File: src/rtl/uart_pkg.sv
// Shared types and helpers for the configurable UART blocks.
// Holds the frame state encoding, the parity mode constants and a width helper.
package uart_pkg;

  typedef enum logic [2:0] {
    IDLE,
    START,
    DATA,
    PAR,
    STOP
  } tx_state_t;

  localparam int PAR_NONE = 0;
  localparam int PAR_ODD  = 1;
  localparam int PAR_EVEN = 2;

  // Bits needed to hold 0..value-1, never less than one so counters stay declarable.
  function automatic int clog2(input int value);
    int w;
    w = 0;
    while ((1 << w) < value) w++;
    return (w < 1) ? 1 : w;
  endfunction

endpackage

File: src/rtl/uart_baud_tick.sv
// Bit-period timer: counts 0..CLK_DIV-1 while enabled and pulses tick on the terminal count.
// Shared between the transmitter and the planned receiver.
module uart_baud_tick
  import uart_pkg::*;
#(
  parameter int CLK_DIV = 16
) (
  input  logic clk,
  input  logic rst,
  input  logic clear,
  input  logic en,
  output logic tick
);

  localparam int               CNT_W = clog2(CLK_DIV);
  localparam logic [CNT_W-1:0] TERM  = CNT_W'(CLK_DIV - 1);

  logic [CNT_W-1:0] cnt;

  assign tick = en && (cnt == TERM);

  // NOTE: registers use non-blocking assignment so every flop samples pre-edge values.
  always_ff @(posedge clk) begin
    if (rst) begin
      cnt <= '0;
    end else if (clear || tick || !en) begin
      cnt <= '0;
    end else begin
      cnt <= cnt + 1'b1;
    end
  end

endmodule

File: src/rtl/uart_tx_cfg.sv
// Configurable UART transmitter: start bit, 5-8 data bits LSB first, optional parity,
// one or two stop bits, with a valid/ready input handshake and a registered serial line.
module uart_tx_cfg
  import uart_pkg::*;
#(
  parameter int CLK_DIV   = 16,
  parameter int DATA_BITS = 8,
  parameter int PARITY    = 0,
  parameter int STOP_BITS = 1
) (
  input  logic                 clk,
  input  logic                 rst,
  input  logic [DATA_BITS-1:0] data_in,
  input  logic                 valid,
  output logic                 ready,
  output logic                 tx,
  output logic                 busy
);

  if (CLK_DIV < 2 || DATA_BITS < 5 || DATA_BITS > 8 || PARITY < 0 || PARITY > 2 ||
      (STOP_BITS != 1 && STOP_BITS != 2)) begin : g_bad_param
    $error("uart_tx_cfg: illegal parameter combination");
  end

  localparam int               IDX_W     = clog2(DATA_BITS);
  localparam logic [IDX_W-1:0] LAST_IDX  = IDX_W'(DATA_BITS - 1);
  localparam logic             LAST_STOP = 1'(STOP_BITS - 1);

  tx_state_t            state;
  logic [DATA_BITS-1:0] shreg;
  logic                 par_bit;
  logic [IDX_W-1:0]     idx;
  logic                 stop_cnt;
  logic                 tick;
  logic                 accept;

  assign ready  = (state == IDLE);
  assign accept = valid && ready;

  uart_baud_tick #(
    .CLK_DIV(CLK_DIV)
  ) u_baud (
    .clk  (clk),
    .rst  (rst),
    .clear(accept),
    .en   (state != IDLE),
    .tick (tick)
  );

  // tx is loaded on each transition with the level of the bit about to start,
  // so the line changes exactly on the bit-tick edge with no extra pipeline stage.
  always_ff @(posedge clk) begin
    if (rst) begin
      state    <= IDLE;
      tx       <= 1'b1;
      busy     <= 1'b0;
      shreg    <= '0;
      par_bit  <= 1'b0;
      idx      <= '0;
      stop_cnt <= 1'b0;
    end else begin
      case (state)
        IDLE: begin
          if (accept) begin
            shreg   <= data_in;
            par_bit <= (PARITY == PAR_ODD) ? ~^data_in : ^data_in;
            tx      <= 1'b0;
            busy    <= 1'b1;
            state   <= START;
          end
        end
        START: begin
          if (tick) begin
            state <= DATA;
            idx   <= '0;
            tx    <= shreg[0];
          end
        end
        DATA: begin
          if (tick) begin
            shreg <= shreg >> 1;
            if (idx == LAST_IDX) begin
              idx <= '0;
              if (PARITY != PAR_NONE) begin
                state <= PAR;
                tx    <= par_bit;
              end else begin
                state    <= STOP;
                tx       <= 1'b1;
                stop_cnt <= 1'b0;
              end
            end else begin
              idx <= idx + 1'b1;
              tx  <= shreg[1];
            end
          end
        end
        PAR: begin
          if (tick) begin
            state    <= STOP;
            tx       <= 1'b1;
            stop_cnt <= 1'b0;
          end
        end
        STOP: begin
          if (tick) begin
            if (stop_cnt == LAST_STOP) begin
              state    <= IDLE;
              busy     <= 1'b0;
              stop_cnt <= 1'b0;
            end else begin
              stop_cnt <= stop_cnt + 1'b1;
            end
          end
        end
        default: begin
          state <= IDLE;
          tx    <= 1'b1;
          busy  <= 1'b0;
        end
      endcase
    end
  end

endmodule

File: config.mk
export PLATFORM = sky130hd
export DESIGN_NAME = uart_tx_cfg
export DESIGN_NICKNAME = d
export VERILOG_FILES = /design/src/rtl/uart_pkg.sv /design/src/rtl/uart_baud_tick.sv /design/src/rtl/uart_tx_cfg.sv
export SDC_FILE = /design/constraint.sdc
export NUM_CORES = 1
export LEC_CHECK = 0
export CAP_MARGIN = 30
export CORE_MARGIN = 2
export CORE_UTILIZATION = 35
export DETAILED_ROUTE_END_ITERATION = 10
export HOLD_SLACK_MARGIN = 0.12
export PLACE_DENSITY = 0.69
export SLEW_MARGIN = 0
export SYNTH_ARGS = -nofsm -noshare
export SYNTH_HDL_FRONTEND = slang
export SYNTH_HIERARCHICAL = 1
export SYNTH_SLANG_ARGS = --single-unit
File: constraint.sdc
create_clock -name clk -period 2.2 [get_ports clk]
set_clock_uncertainty 0.15 [all_clocks]
set_input_delay 0.33 -clock clk [delete_from_list [all_inputs] [get_ports clk]]
set_output_delay 0.33 -clock clk [all_outputs]
set_load 0.005 [all_outputs]
After elaboration in Yosys (flattened, before gate mapping)
Cells that the tools add are included.

Word-level logic and storage cells: 74. RAM bits: 0. Memories kept: 0. Latch bits: 0. Register bits: 21. Bits in read-only memories: 0. Input port bits: 11. Output and inout port bits: 3.

Bitwise logic cells: 2. Divide/modulo/power cells: 0. $add $sub $neg: 3. $lt $le $gt $ge: 0. Shifts and indexed selects: 0. Eq/ne operators: 13. Multipliers: 0. Muxes and demuxes: 31. Reductions and logical operators: 18.

Operators with widths (number): $mux W3 (10); $mux W8 (2); $pmux W8 S2 (1); $pmux W3 S5 (1); $mux W1 (13); $ne A2 B1 Y1 const B (5); $reduce_and A5 Y1 (2); $reduce_and A7 Y1 (1); $eq A3 B2 Y1 const B (2); $eq A3 B3 Y1 const B (2); $pmux W1 S3 (2); $pmux W3 S2 (1); $reduce_and A3 Y1 (2); $reduce_bool A3 Y1 (2); $pmux W1 S5 (1); $add A4 B1 Y4 const B (1); $eq A4 B4 Y1 const B (1); $ne A2 B2 Y1 const B (2); $reduce_and A4 Y1 (1); $reduce_bool A2 Y1 (2); $add A3 B1 Y3 const B (1); $eq A3 B1 Y1 const B (1); $logic_not A3 Y1 (1); $reduce_or A3 Y1 (1); 6 further kinds (9).

Depth between registers and ports, before layout
Gate-level depths: netlist of the first run.

Depth in word-level cells: 5. Depth in mapped cells: 7. Gate-level depth less buffers: 5.

Cells and area by module
The synthesis of the first run kept the hierarchy.

By module, submodules not included: uart_tx_cfg (area an instance 802.0 um2, sequential area each 320.3 um2, instances 1, cells each 90); uart_baud_tick (area an instance 160.2 um2, sequential area each 80.1 um2, instances 1, cells each 16).

Least setup slack after synthesis of the first run
OpenSTA, ideal clock, no wires.

Path kind: register -> register. Start: register state[0]. End: register shreg[7]. Stages on the path, launching flop included: 8. Slack: -0.060 ns. Library setup time: 0.070 ns. Data required time: 1.980 ns. Period minus slack after synthesis: 2.260 ns. Arrival time: 2.040 ns. Path buffers: 2. Cells stage by stage: dfxtp_1 -> buf_2 -> or3_1 -> and4_1 -> nor4bb_1 -> clkbuf_1 -> or3b_2 -> a21oi_1.

Word-level cells in the longest chain between the ends: 4. Elaborated cells between the ends (all ways): 10. Those cells by class: 3 x eq/ne; 1 x mux; 6 x reduce/logical.

Ends and longest elaborated chain: start, declared (RTL line uart_tx_cfg.sv:29) `tx_state_t state;`; start signal, assigned (RTL line uart_tx_cfg.sv:54) `state <= IDLE;`; start signal, assigned (RTL line uart_tx_cfg.sv:69) `state <= START;`; start signal, assigned (RTL line uart_tx_cfg.sv:74) `state <= DATA;`; $reduce_bool A3 Y1 (RTL line uart_tx_cfg.sv:46) `.en (state != IDLE),`; $logic_and A1 B1 Y1 (RTL line uart_baud_tick.sv:20) `assign tick = en && (cnt == TERM);`; net tick (RTL line uart_tx_cfg.sv:34) `logic tick;`; $ne A2 B1 Y1 (no source line); $reduce_and A3 Y1 (no source line); end signal, assigned (RTL line uart_tx_cfg.sv:65) `shreg <= data_in;`; end signal, assigned (RTL line uart_tx_cfg.sv:81) `shreg <= shreg >> 1;`; end, declared (RTL line uart_tx_cfg.sv:30) `logic [DATA_BITS-1:0] shreg;`.

The timed path passes the listed nets, and every way through them passes these cells. A chain may end at the register's enable or synchronous reset.

Worst setup path in the final report of the first run
Start: register state[0]. End: register shreg[1].

The elaborated chain is that of the path after synthesis.

==> results of run 1 <==
[registers in the layout, indices dropped and copies added, names as in the netlist]
register	flops
shreg	8
u_baud/cnt	4
idx	3
state	3
busy	1
tx	1
[Yosys cell counts, drive strengths merged]
| cell type | count | share of area [%] |
|---|---|---|
| dfxtp | 20 | 42 |
| ha | 3 | 3.9 |
| o21ai | 4 | 2.1 |
| nand2b | 1 | 0.65 |
| nor2 | 6 | 2.3 |
| and3b | 1 | 0.91 |
| o31ai | 1 | 0.78 |
| a211oi | 7 | 5.5 |
| and4 | 1 | 0.91 |
| buf | 5 | 3.1 |
| inv | 3 | 1.2 |
| nand3 | 2 | 1.0 |
| o31a | 1 | 0.91 |
| or4b | 1 | 1.0 |
| o22a | 1 | 0.91 |
| nor4b | 1 | 0.91 |
| nand2 | 3 | 1.2 |
| xor2 | 1 | 0.91 |
| a21oi | 9 | 4.7 |
| or2 | 1 | 0.65 |
| o22ai | 1 | 0.65 |
| a31o | 1 | 0.91 |
| or4 | 1 | 0.78 |
| xnor2 | 2 | 1.8 |
| or3 | 1 | 0.65 |
| nor4bb | 1 | 1.0 |
| nor3 | 11 | 5.7 |
| nor3b | 1 | 0.78 |
| or3b | 4 | 3.6 |
| mux2i | 7 | 7.3 |
| clkbuf | 4 | 1.6 |
[path summary, 6_finish.rpt]
path                                                  to  slack [ps]  depth (start not counted)
worst max-delay path               shreg[1]$_SDFFE_PP0P_         110                          6
worst min-delay path            u_baud/cnt[0]$_SDFF_PP0_         310                          1
worst max register to register     shreg[1]$_SDFFE_PP0P_         110                          6
worst min register to register  u_baud/cnt[0]$_SDFF_PP0_         310                          1
[kinds of logic (layout without fill, tap and decap cells)]
| logic type | Yosys count | count (layout) |
|---|---|---|
| adder cells (fa/ha/maj) | 3 | 3 |
| flip-flops | 20 | 20 |
| XOR/XNOR | 3 | 3 |
| AND/OR/NAND/NOR | 36 | 36 |
| multiplexers | 7 | 7 |
| AO/OA/AOI/OAI | 25 | 25 |
| buffers and inverters | 12 | 26 |
[area by class of cell]
class,count,area (um^2),share of cell area (%)
tap,31,38.8,3.32
timing repair buffer,20,183,15.6
clock buffer,3,22.5,1.93
multi-input combinational,74,514,44.0
sequential,20,400,34.2
inverter,3,11.3,0.963
[stage by stage]
step	setup slack, ps	TNS, ps
floorplan	20.9	0
global placement	175	0
detailed placement	113	0
CTS	97.4	0
global route	-3.77	-3.77
finish	108	0
[power breakdown]
group / internal [mW] / switching, mW
clock: 0.0636 / 0.102
sequential: 0.381 / 0.0101
combinational: 0.0556 / 0.0420
[metal layers]
| layer | GRT usage (%) | vias to the layer above | wire [um] |
|---|---|---|---|
| met5 | 0 | - | 0 |
| met4 | 6.12 | 0 | 16 |
| met3 | 3.00 | 2 | 44 |
| met2 | 18.9 | 8 | 893 |
| met1 | 15.2 | 375 | 913 |
| li1 | - | 419 | - |
==> metrics, run 1 <==
slew margin rel. 80.0%; Slowest cell on crit path or3_1; Worst path top cell family by delay simple AND/OR/NAND/NOR gates; Total Power 0.654 mW; CTS sink cnt 20; gr ovfl total 0; Die Height 56.4 um; Cell Rows 19; Crit. Startpoint state[0]$_SDFFE_PP0P_; Port Buffers 13; Detail Placement HPWL ~1400 um; die width roughly 56 um; Post-CTS Hold Fix Bufs 0; Distinct cells, synth 34; Finish-stage setup viols 0; Syn Nets between 100 and 150; peak supply drop about 360 uV; DRT iter0 DRCs 8; CP peak stage delay 410 ps; RSZ-0062 raised after global routing yes; Synth Area per Inst between 9 and 10 um^2; Vias per Instance 5.32; Max Cap Violations 0; placed cell area approximately 0.0011 mm^2; Setup crit end kind register; synthesized cell area 962 um^2; Synth Area in Compound Gates 16.4%; yosys warns 6; Hold Worst Slack between 300 and 400 ps; Worst Tran Pin Value 298 ps; commonest non-fill, non-tap cell in the layout dfxtp_1; largest family of logic cells by synthesized area simple AND/OR/NAND/NOR gates; final max-slew violation count 0; Syn Inst Count roughly 110; area share of and/or/nand/nor cells after synthesis 22.2%; pwr/cell area 559 mW/mm^2; initial core utilization between 30 and 40%; most frequent cells in the layout dfxtp_1 (20), clkdlybuf4s50_1 (13), nor3_1 (11); fin cells approximately 150; Avg WL per Cell roughly 12 um; global-route wire length before repair 3050 um; Critical Path AT roughly 2200 ps; R2R Path Start state[0]$_SDFFE_PP0P_; routability congestion estimate roughly 0.74; root buffer selected by CTS clkbuf_4; share of cells above drive strength 1 about an eighth; DRC 0; n_diodes 0; Synth Area in XOR/XNOR under 10%; initial antenna violation count 0; final critical-path share of the clock period a little over nine tenths; Fillers ~270; H-Tree Level Count 1; buffers plus inverters on the worst setup path 1; Worst EP required around 2300 ps; Core Area around 0.0027 mm^2; post-synthesis adder-cell area fraction around 3.9%; Pre-antenna DRT Iters 4; largest net degree at the start of global routing 15; post-layout min period between 2000 and 2500 ps; mux share of post-synthesis cell area between 7 and 8%; TritonCTS Buffers 3; clk buf depth 2; placed instance count roughly 150; vias in the first global route about 720; final net count 136; Top Ports 14; final hold vios 0; Hold Startpoint u_baud/cnt[0]$_SDFF_PP0_; Post-Route WL 1870 um; post_cts resized 0; crit start category register; status finished clean; Lkg Pwr 0.483 nW; area growth from synthesis to layout 21.6%; post-synthesis register bit count 20; clock slew at reported path FFs between 100 and 150 ps; final core occ roughly 44%; post-CTS setup buffer count 0; register area share after synthesis 41.6%; GRT Total Usage ~12%; Detail Route Antenna Nets 0; CP cell instances or3_1 -> and4_4 -> nor4bb_1 -> buf_4 -> or2_2 -> a211oi_1; Clock Latency Late Sink around 290 ps; worst-path fanout max 11; Design Area, Final around 0.0012 mm^2; Hold WC Path Type reg2reg; fmax about 0.48 GHz; DIE AREA around 0.0032 mm^2; Worst Setup Path Type reg2reg; CTS tree built; via count between 800 and 900
(Power assumes the default switching activity.)
==> run 2, diff against run 1 <==
--- a/config.mk
+++ b/config.mk
@@ -9,7 +9,6 @@
 export CORE_MARGIN = 2
 export CORE_UTILIZATION = 35
 export DETAILED_ROUTE_END_ITERATION = 10
-export HOLD_SLACK_MARGIN = 0.12
 export PLACE_DENSITY = 0.69
 export SLEW_MARGIN = 0
 export SYNTH_ARGS = -nofsm -noshare
==> results of run 2 <==
No change in the layout: final DEF, timing and power equal those of run 1.
